==> src/rtl/arb_pkg.sv <==
// arb_pkg: shared arbiter state encoding and master-id type
package arb_pkg;
    typedef enum logic [1:0] {IDLE, OWN0, OWN1} state_t;
    typedef logic mid_t;
endpackage

==> src/rtl/bus_arbiter.sv <==
// bus_arbiter: two-master (CPU=0, DMA=1) single-port memory arbiter with hold limit and bus lock
//   clock, reset          : rising-edge clock, synchronous active-high reset
//   reqN/lockN            : master N request / hold-bus-past-limit
//   addrN/wdataN/weN      : master N address, write data, byte enables (0 = read)
//   gntN/stallN/rvalidN   : master N accepted / waiting / read data valid
//   rdata                 : shared read data (pass-through of data_read_mem)
//   addr_mem..en_mem      : memory port; data_read_mem returns one cycle after a read strobe
module bus_arbiter
    import arb_pkg::*;
#(
    parameter int MAX_HOLD = 16
) (
    input  logic        clock,
    input  logic        reset,
    input  logic        req0,
    input  logic        req1,
    input  logic        lock0,
    input  logic        lock1,
    input  logic [31:0] addr0,
    input  logic [31:0] addr1,
    input  logic [31:0] wdata0,
    input  logic [31:0] wdata1,
    input  logic [3:0]  we0,
    input  logic [3:0]  we1,
    output logic        gnt0,
    output logic        gnt1,
    output logic        stall0,
    output logic        stall1,
    output logic        rvalid0,
    output logic        rvalid1,
    output logic [31:0] rdata,
    output logic [31:0] addr_mem,
    output logic [31:0] data_write_mem,
    output logic [3:0]  data_we_mem,
    output logic        en_mem,
    input  logic [31:0] data_read_mem
);
    localparam int CW = $clog2(MAX_HOLD + 1);
    localparam logic [CW-1:0] MAX_C = CW'(MAX_HOLD);
    state_t        state_q, state_d;
    mid_t          last_q, last_d, own;
    logic [CW-1:0] cnt_q, cnt_d, cnt_inc;
    logic          rvalid0_q, rvalid1_q;
    logic          req_own, req_oth, lock_own;
    // grants and read valids are masked by reset so outputs are quiet in the reset cycle itself
    assign gnt0           = ~reset & (state_q == OWN0) & req0;
    assign gnt1           = ~reset & (state_q == OWN1) & req1;
    assign stall0         = req0 & ~gnt0;
    assign stall1         = req1 & ~gnt1;
    assign en_mem         = gnt0 | gnt1;
    assign addr_mem       = gnt0 ? addr0 : gnt1 ? addr1 : '0;
    assign data_write_mem = gnt0 ? wdata0 : gnt1 ? wdata1 : '0;
    assign data_we_mem    = gnt0 ? we0 : gnt1 ? we1 : '0;
    assign rvalid0        = rvalid0_q & ~reset;
    assign rvalid1        = rvalid1_q & ~reset;
    assign rdata          = data_read_mem;
    assign own            = state_q == OWN1;
    assign req_own        = own ? req1 : req0;
    assign req_oth        = own ? req0 : req1;
    assign lock_own       = own ? lock1 : lock0;
    assign cnt_inc        = (cnt_q == MAX_C) ? cnt_q : cnt_q + 1'b1;
    always_comb begin
        state_d = state_q;
        last_d  = last_q;
        cnt_d   = cnt_q;
        if (state_q == IDLE) begin
            if (req0 | req1)
                state_d = (req0 & (~req1 | last_q)) ? OWN0 : OWN1;
        end else if (!req_own) begin
            state_d = req_oth ? (own ? OWN0 : OWN1) : IDLE;
            cnt_d   = '0;
        end else begin
            last_d = own;
            cnt_d  = cnt_inc;
            // preemption goes through IDLE, which picks the other master since last = owner
            if (cnt_inc == MAX_C && !lock_own && req_oth) begin
                state_d = IDLE;
                cnt_d   = '0;
            end
        end
    end
    always_ff @(posedge clock) begin
        if (reset) begin
            state_q   <= IDLE;
            last_q    <= 1'b1;
            cnt_q     <= '0;
            rvalid0_q <= 1'b0;
            rvalid1_q <= 1'b0;
        end else begin
            state_q   <= state_d;
            last_q    <= last_d;
            cnt_q     <= cnt_d;
            rvalid0_q <= gnt0 & ~|we0;
            rvalid1_q <= gnt1 & ~|we1;
        end
    end
endmodule

==> config.mk <==
export PLATFORM = sky130hd
export DESIGN_NAME = bus_arbiter
export DESIGN_NICKNAME = d
export VERILOG_FILES = /design/src/rtl/arb_pkg.sv /design/src/rtl/bus_arbiter.sv
export SDC_FILE = /design/constraint.sdc
export NUM_CORES = 1
export LEC_CHECK = 0
export CAP_MARGIN = 30
export CORE_AREA = 2 2 109 111
export CTS_BUF_LIST = sky130_fd_sc_hd__clkbuf_4 sky130_fd_sc_hd__clkbuf_8
export DETAILED_ROUTE_END_ITERATION = 16
export DIE_AREA = 0 0 111 113
export PLACE_DENSITY = 0.6
export SYNTH_ARGS = -nofsm -noshare
export SYNTH_HDL_FRONTEND = slang
export SYNTH_SLANG_ARGS = --single-unit
export TNS_END_PERCENT = 5
==> constraint.sdc <==
create_clock -name clock -period 1.7 [get_ports clock]
set_input_delay 0.34 -clock clock [delete_from_list [all_inputs] [get_ports clock]]
set_output_delay 0.34 -clock clock [all_outputs]
set_load 0.005 [all_outputs]
==> flow_summary.html <==
<table>
<tr><th>Metric</th><th>Value</th></tr>
<tr><th colspan="2">Global route</th></tr>
<tr><td>Pin count of the biggest net entering global routing</td><td>27</td></tr>
<tr><td>Total grt overflow</td><td>0</td></tr>
<tr><td>Vias in the first global route</td><td>2,656</td></tr>
<tr><td>Met3 routing resource usage after global routing</td><td>0.0471</td></tr>
<tr><td>Wire length of the first global-routing pass</td><td>15,000 µm</td></tr>
<tr><td>Initial antenna violation count</td><td>0</td></tr>
<tr><td>Global Route met1 Usage</td><td>0.171</td></tr>
<tr><td>GR Util met2</td><td>0.293</td></tr>
<tr><td>Global-route layer with the greatest usage</td><td>met2</td></tr>
<tr><td>Overall global routing resource usage</td><td>0.155</td></tr>
<tr><th colspan="2">Logic synthesis</th></tr>
<tr><td>Cell accounting for the most synthesized area</td><td>sky130_fd_sc_hd__a22o_1</td></tr>
<tr><td>Count of yosys warnings during synthesis</td><td>0</td></tr>
<tr><td>Area contributors post-synth</td><td>sky130_fd_sc_hd__a22o_1 36%, sky130_fd_sc_hd__buf_4 15%, sky130_fd_sc_hd__dfxtp_1 12%</td></tr>
<tr><td>Async S/R FF share, synth</td><td>0</td></tr>
<tr><td>Area share of the leading cell type in the synthesized netlist</td><td>0.363</td></tr>
<tr><td>Total of flip-flops plus latches after synthesis</td><td>10</td></tr>
<tr><td>Number of nets in the synthesized netlist</td><td>379</td></tr>
<tr><td>Ys flop type</td><td>sky130_fd_sc_hd__dfxtp_1</td></tr>
<tr><td>Synthesized area</td><td>1640 µm²</td></tr>
<tr><td>Yosys cell types</td><td>43</td></tr>
<tr><td>Post-synth EDFFs</td><td>0</td></tr>
<tr><td>Share of the yosys chip area belonging to registers</td><td>0.122</td></tr>
<tr><td>Syn avg cell area</td><td>8.09 µm²</td></tr>
<tr><td>Post-synthesis cell count</td><td>203</td></tr>
<tr><th colspan="2">Critical path</th></tr>
<tr><td>Sort of element at the start of the critical path</td><td>flop</td></tr>
<tr><td>Series of cell instances along the critical path</td><td>or2b_4 -&gt; nor2_4 -&gt; and2_4 -&gt; buf_12 -&gt; buf_12 -&gt; buf_6 -&gt; a22o_1 -&gt; buf_2</td></tr>
<tr><td>Worst setup startpoint</td><td>state_q[1]$_SDFFE_PP0P_</td></tr>
<tr><td>CP max-delay cell</td><td>sky130_fd_sc_hd__dfxtp_2</td></tr>
<tr><td>Register-to-register path setup slack</td><td>-50 ps</td></tr>
<tr><td>Delay of the slowest cell on the worst path</td><td>310 ps</td></tr>
<tr><td>Delay-heaviest family, CP</td><td>simple AND/OR/NAND/NOR gates</td></tr>
<tr><td>Arrival time at the worst endpoint</td><td>1820 ps</td></tr>
<tr><td>Worst Path Required</td><td>1360 ps</td></tr>
<tr><td>Classification of the worst setup path</td><td>flop to output pin</td></tr>
<tr><td>Crit Path Max Fanout</td><td>7</td></tr>
<tr><td>Startpoint of the most critical register-to-register path</td><td>cnt_q[0]$_SDFFE_PP0N_</td></tr>
<tr><td>Cell repeated most along the worst path</td><td>sky130_fd_sc_hd__buf_12</td></tr>
<tr><td>Number of buffer and inverter stages on the critical path</td><td>4</td></tr>
<tr><td>CP endpoint kind</td><td>output pin</td></tr>
<tr><th colspan="2">Timing</th></tr>
<tr><td>Final setup slack of the worst path</td><td>-456 ps</td></tr>
<tr><td>Max Transition Viols Final</td><td>0</td></tr>
<tr><td>Achievable frequency</td><td>0.464 GHz</td></tr>
<tr><td>RSZ-0062 raised after global routing</td><td>yes</td></tr>
<tr><td>Fraction of the cycle the final worst path needs</td><td>1.27</td></tr>
<tr><td>Setup Skew</td><td>5.56 ps</td></tr>
<tr><td>Setup Viol. Count Final</td><td>74</td></tr>
<tr><td>Actual transition at the worst max-transition pin</td><td>351 ps</td></tr>
<tr><td>Total negative slack</td><td>-22,820 ps</td></tr>
<tr><td>Max-Slew Margin vs Limit</td><td>0.765</td></tr>
<tr><td>Final number of hold-violating endpoints</td><td>0</td></tr>
<tr><td>Min Clock Period, post-route</td><td>2160 ps</td></tr>
<tr><th colspan="2">Floorplanning</th></tr>
<tr><td>Placeable core region</td><td>11,300 µm²</td></tr>
<tr><td>Die width</td><td>111 µm</td></tr>
<tr><td>Boundary Pins</td><td>281</td></tr>
<tr><td>Starting density of the core</td><td>0.146</td></tr>
<tr><td>Total number of placement rows</td><td>39</td></tr>
<tr><td>Die outline area</td><td>12,500 µm²</td></tr>
<tr><td>Vertical die dimension</td><td>113 µm</td></tr>
<tr><th colspan="2">CTS</th></tr>
<tr><td>Worst-Skew Late Latency</td><td>230 ps</td></tr>
<tr><td>Clock tree from TritonCTS</td><td>done</td></tr>
<tr><td>Bufs on Longest Clock Path</td><td>2</td></tr>
<tr><td>Clock tree root buffer cell</td><td>sky130_fd_sc_hd__clkbuf_8</td></tr>
<tr><td>Number of clock sinks</td><td>10</td></tr>
<tr><td>Clock-pin slew on the worst setup and hold paths</td><td>50 ps</td></tr>
<tr><td>Number of H-tree branching levels</td><td>1</td></tr>
<tr><td>TritonCTS buffer count</td><td>3</td></tr>
<tr><td>Number of hold-repair buffers added at the cts stage</td><td>0</td></tr>
<tr><th colspan="2">Routing</th></tr>
<tr><td>Routed Wire Length</td><td>10,800 µm</td></tr>
<tr><td>Initial detailed-routing violation count</td><td>78</td></tr>
<tr><td>Vias after detailed routing</td><td>2,464</td></tr>
<tr><td>Antenna violation net count after detailed routing</td><td>0</td></tr>
<tr><td>Via count normalized by instance count</td><td>4.44</td></tr>
<tr><td>Router iterations before antenna repair</td><td>4</td></tr>
<tr><td>Post-route DRC violation count</td><td>0</td></tr>
<tr><td>Wire length per cell</td><td>19.5 µm</td></tr>
<tr><th colspan="2">Finish</th></tr>
<tr><td>Layout cells sized above 1</td><td>0.325</td></tr>
<tr><td>Diodes inserted</td><td>0</td></tr>
<tr><td>Filler Cells Inserted</td><td>1,188</td></tr>
<tr><td>Finished Cell Area</td><td>3960 µm²</td></tr>
<tr><td>Post-layout nets</td><td>590</td></tr>
<tr><td>Most used cells in the layout excluding fill and tap cells</td><td>139 x sky130_fd_sc_hd__clkdlybuf4s50_1, 66 x sky130_fd_sc_hd__a22o_1, 38 x sky130_fd_sc_hd__buf_2</td></tr>
<tr><td>Most common cell after layout, fill and taps aside</td><td>sky130_fd_sc_hd__clkdlybuf4s50_1</td></tr>
<tr><td>Layout overhead on the synthesized area</td><td>141%</td></tr>
<tr><th colspan="2">Worst hold path</th></tr>
<tr><td>Worst hold start</td><td>last_q$_SDFFE_PP1P_</td></tr>
<tr><td>Classification of the worst-slack hold path</td><td>flop to flop</td></tr>
<tr><th colspan="2">Outcome</th></tr>
<tr><td>Run status</td><td>finished with violations</td></tr>
<tr><td>Violated checks</td><td>negative setup slack</td></tr>
<tr><th colspan="2">Place</th></tr>
<tr><td>Post-DP HPWL</td><td>8200 µm</td></tr>
<tr><td>Total cell area at the placement stage</td><td>3820 µm²</td></tr>
<tr><td>Minimum setup slack after placement</td><td>-833 ps</td></tr>
<tr><td>RD Place Congestion</td><td>0.794</td></tr>
<tr><td>Count of input and output buffers</td><td>216</td></tr>
<tr><th colspan="2">Job</th></tr>
<tr><td>Max_cap viols</td><td>0</td></tr>
<tr><th colspan="2">Power and ir drop</th></tr>
<tr><td>Power density of the placed cells</td><td>305 nW/µm²</td></tr>
<tr><td>Worst-case vdd ir drop</td><td>190 µV</td></tr>
<tr><td>Pleak</td><td>0.00178 µW</td></tr>
</table>
cells in the mapped netlist (all sizes together), types with 2 or more instances:
library cell	instances
nor2b	4
nand2b	3
inv	6
and3	3
a22o	68
o21ai	4
a21oi	6
nor3	3
buf	44
or2	2
dfxtp	10
o22ai	2
xor2	2
nor2	12
clkbuf	6
nand2	3
nand3	2
ha	2
cells by family (layout without fill, tap and decap cells):
kind of cell	Yosys count	count (layout)	share of synthesized area
fa+ha+maj	2	2	0.0152
buf+inv	57	266	0.230
flops	10	10	0.122
xor+xnor	2	2	0.0107
simple gates	43	43	0.155
compound gates	87	87	0.452
mux	2	2	0.0152
cell type report:
type                    count  area, µm²  share of cell area
repair buffers            257       2390               0.605
multi-input cells         136       1120               0.282
flip-flops and latches     10        204              0.0516
well taps                 143        179              0.0452
clock buffers               3       41.3              0.0104
inverters                   6       22.5             0.00569
metal layers:
| layer | part of all wire | vias up | routed length (µm) |
|---|---|---|---|
| li1 | - | 1168 | - |
| met1 | 0.37 | 1121 | 3990 |
| met2 | 0.52 | 161 | 5640 |
| met3 | 0.097 | 14 | 1050 |
| met4 | 0.012 | 0 | 131 |
| met5 | 0 | - | 0 |
worst min-delay path, stage by stage, from the launching register on:
cell and delay [ps]:
sky130_fd_sc_hd__dfxtp_1 320, sky130_fd_sc_hd__o21ai_0 90, sky130_fd_sc_hd__nand2b_1 60
through the flow:
stage          std cells  hold slack, ps  utilization  total power (µW)
6_report             555             506        0.351              1210
5_1_grt              555             561        0.351              1280
4_1_cts              543             512        0.356              1220
3_5_place_dp         531             499        0.339               957
3_3_place_gp         531             490        0.339               954
2_1_floorplan        203             460            -               496
state kept, by name (all words and copies together), names as in the netlist:
register,cells
rvalid1_q,1
rvalid0_q,1
state_q,2
cnt_q,5
last_q,1
report_power, final:
part	internal (µW)	switching, µW	leakage [µW]
Sequential	245	5.32	0.0000826
Clock	154	84.0	0.0000216
Combinational	489	231	0.00168
Total	888	320	0.00178
final timing paths:
check | cells past startpoint | to
worst max-delay path | 8 | data_write_mem[26]
worst min-delay path | 2 | last_q$_SDFFE_PP1P_
worst max register to register | 7 | state_q[1]$_SDFFE_PP0P_
worst min register to register | 2 | last_q$_SDFFE_PP1P_
repair_timing:
action                                  CTS  global route
cloned                                    4             3
endpoints found under the setup margin   78            77
setup buffers                             5            13
gates resized for setup                 192            85
pin swaps                                15            25
endpoints found under the hold margin     0             0
Note: power is estimated with default switching activity, not from simulation.
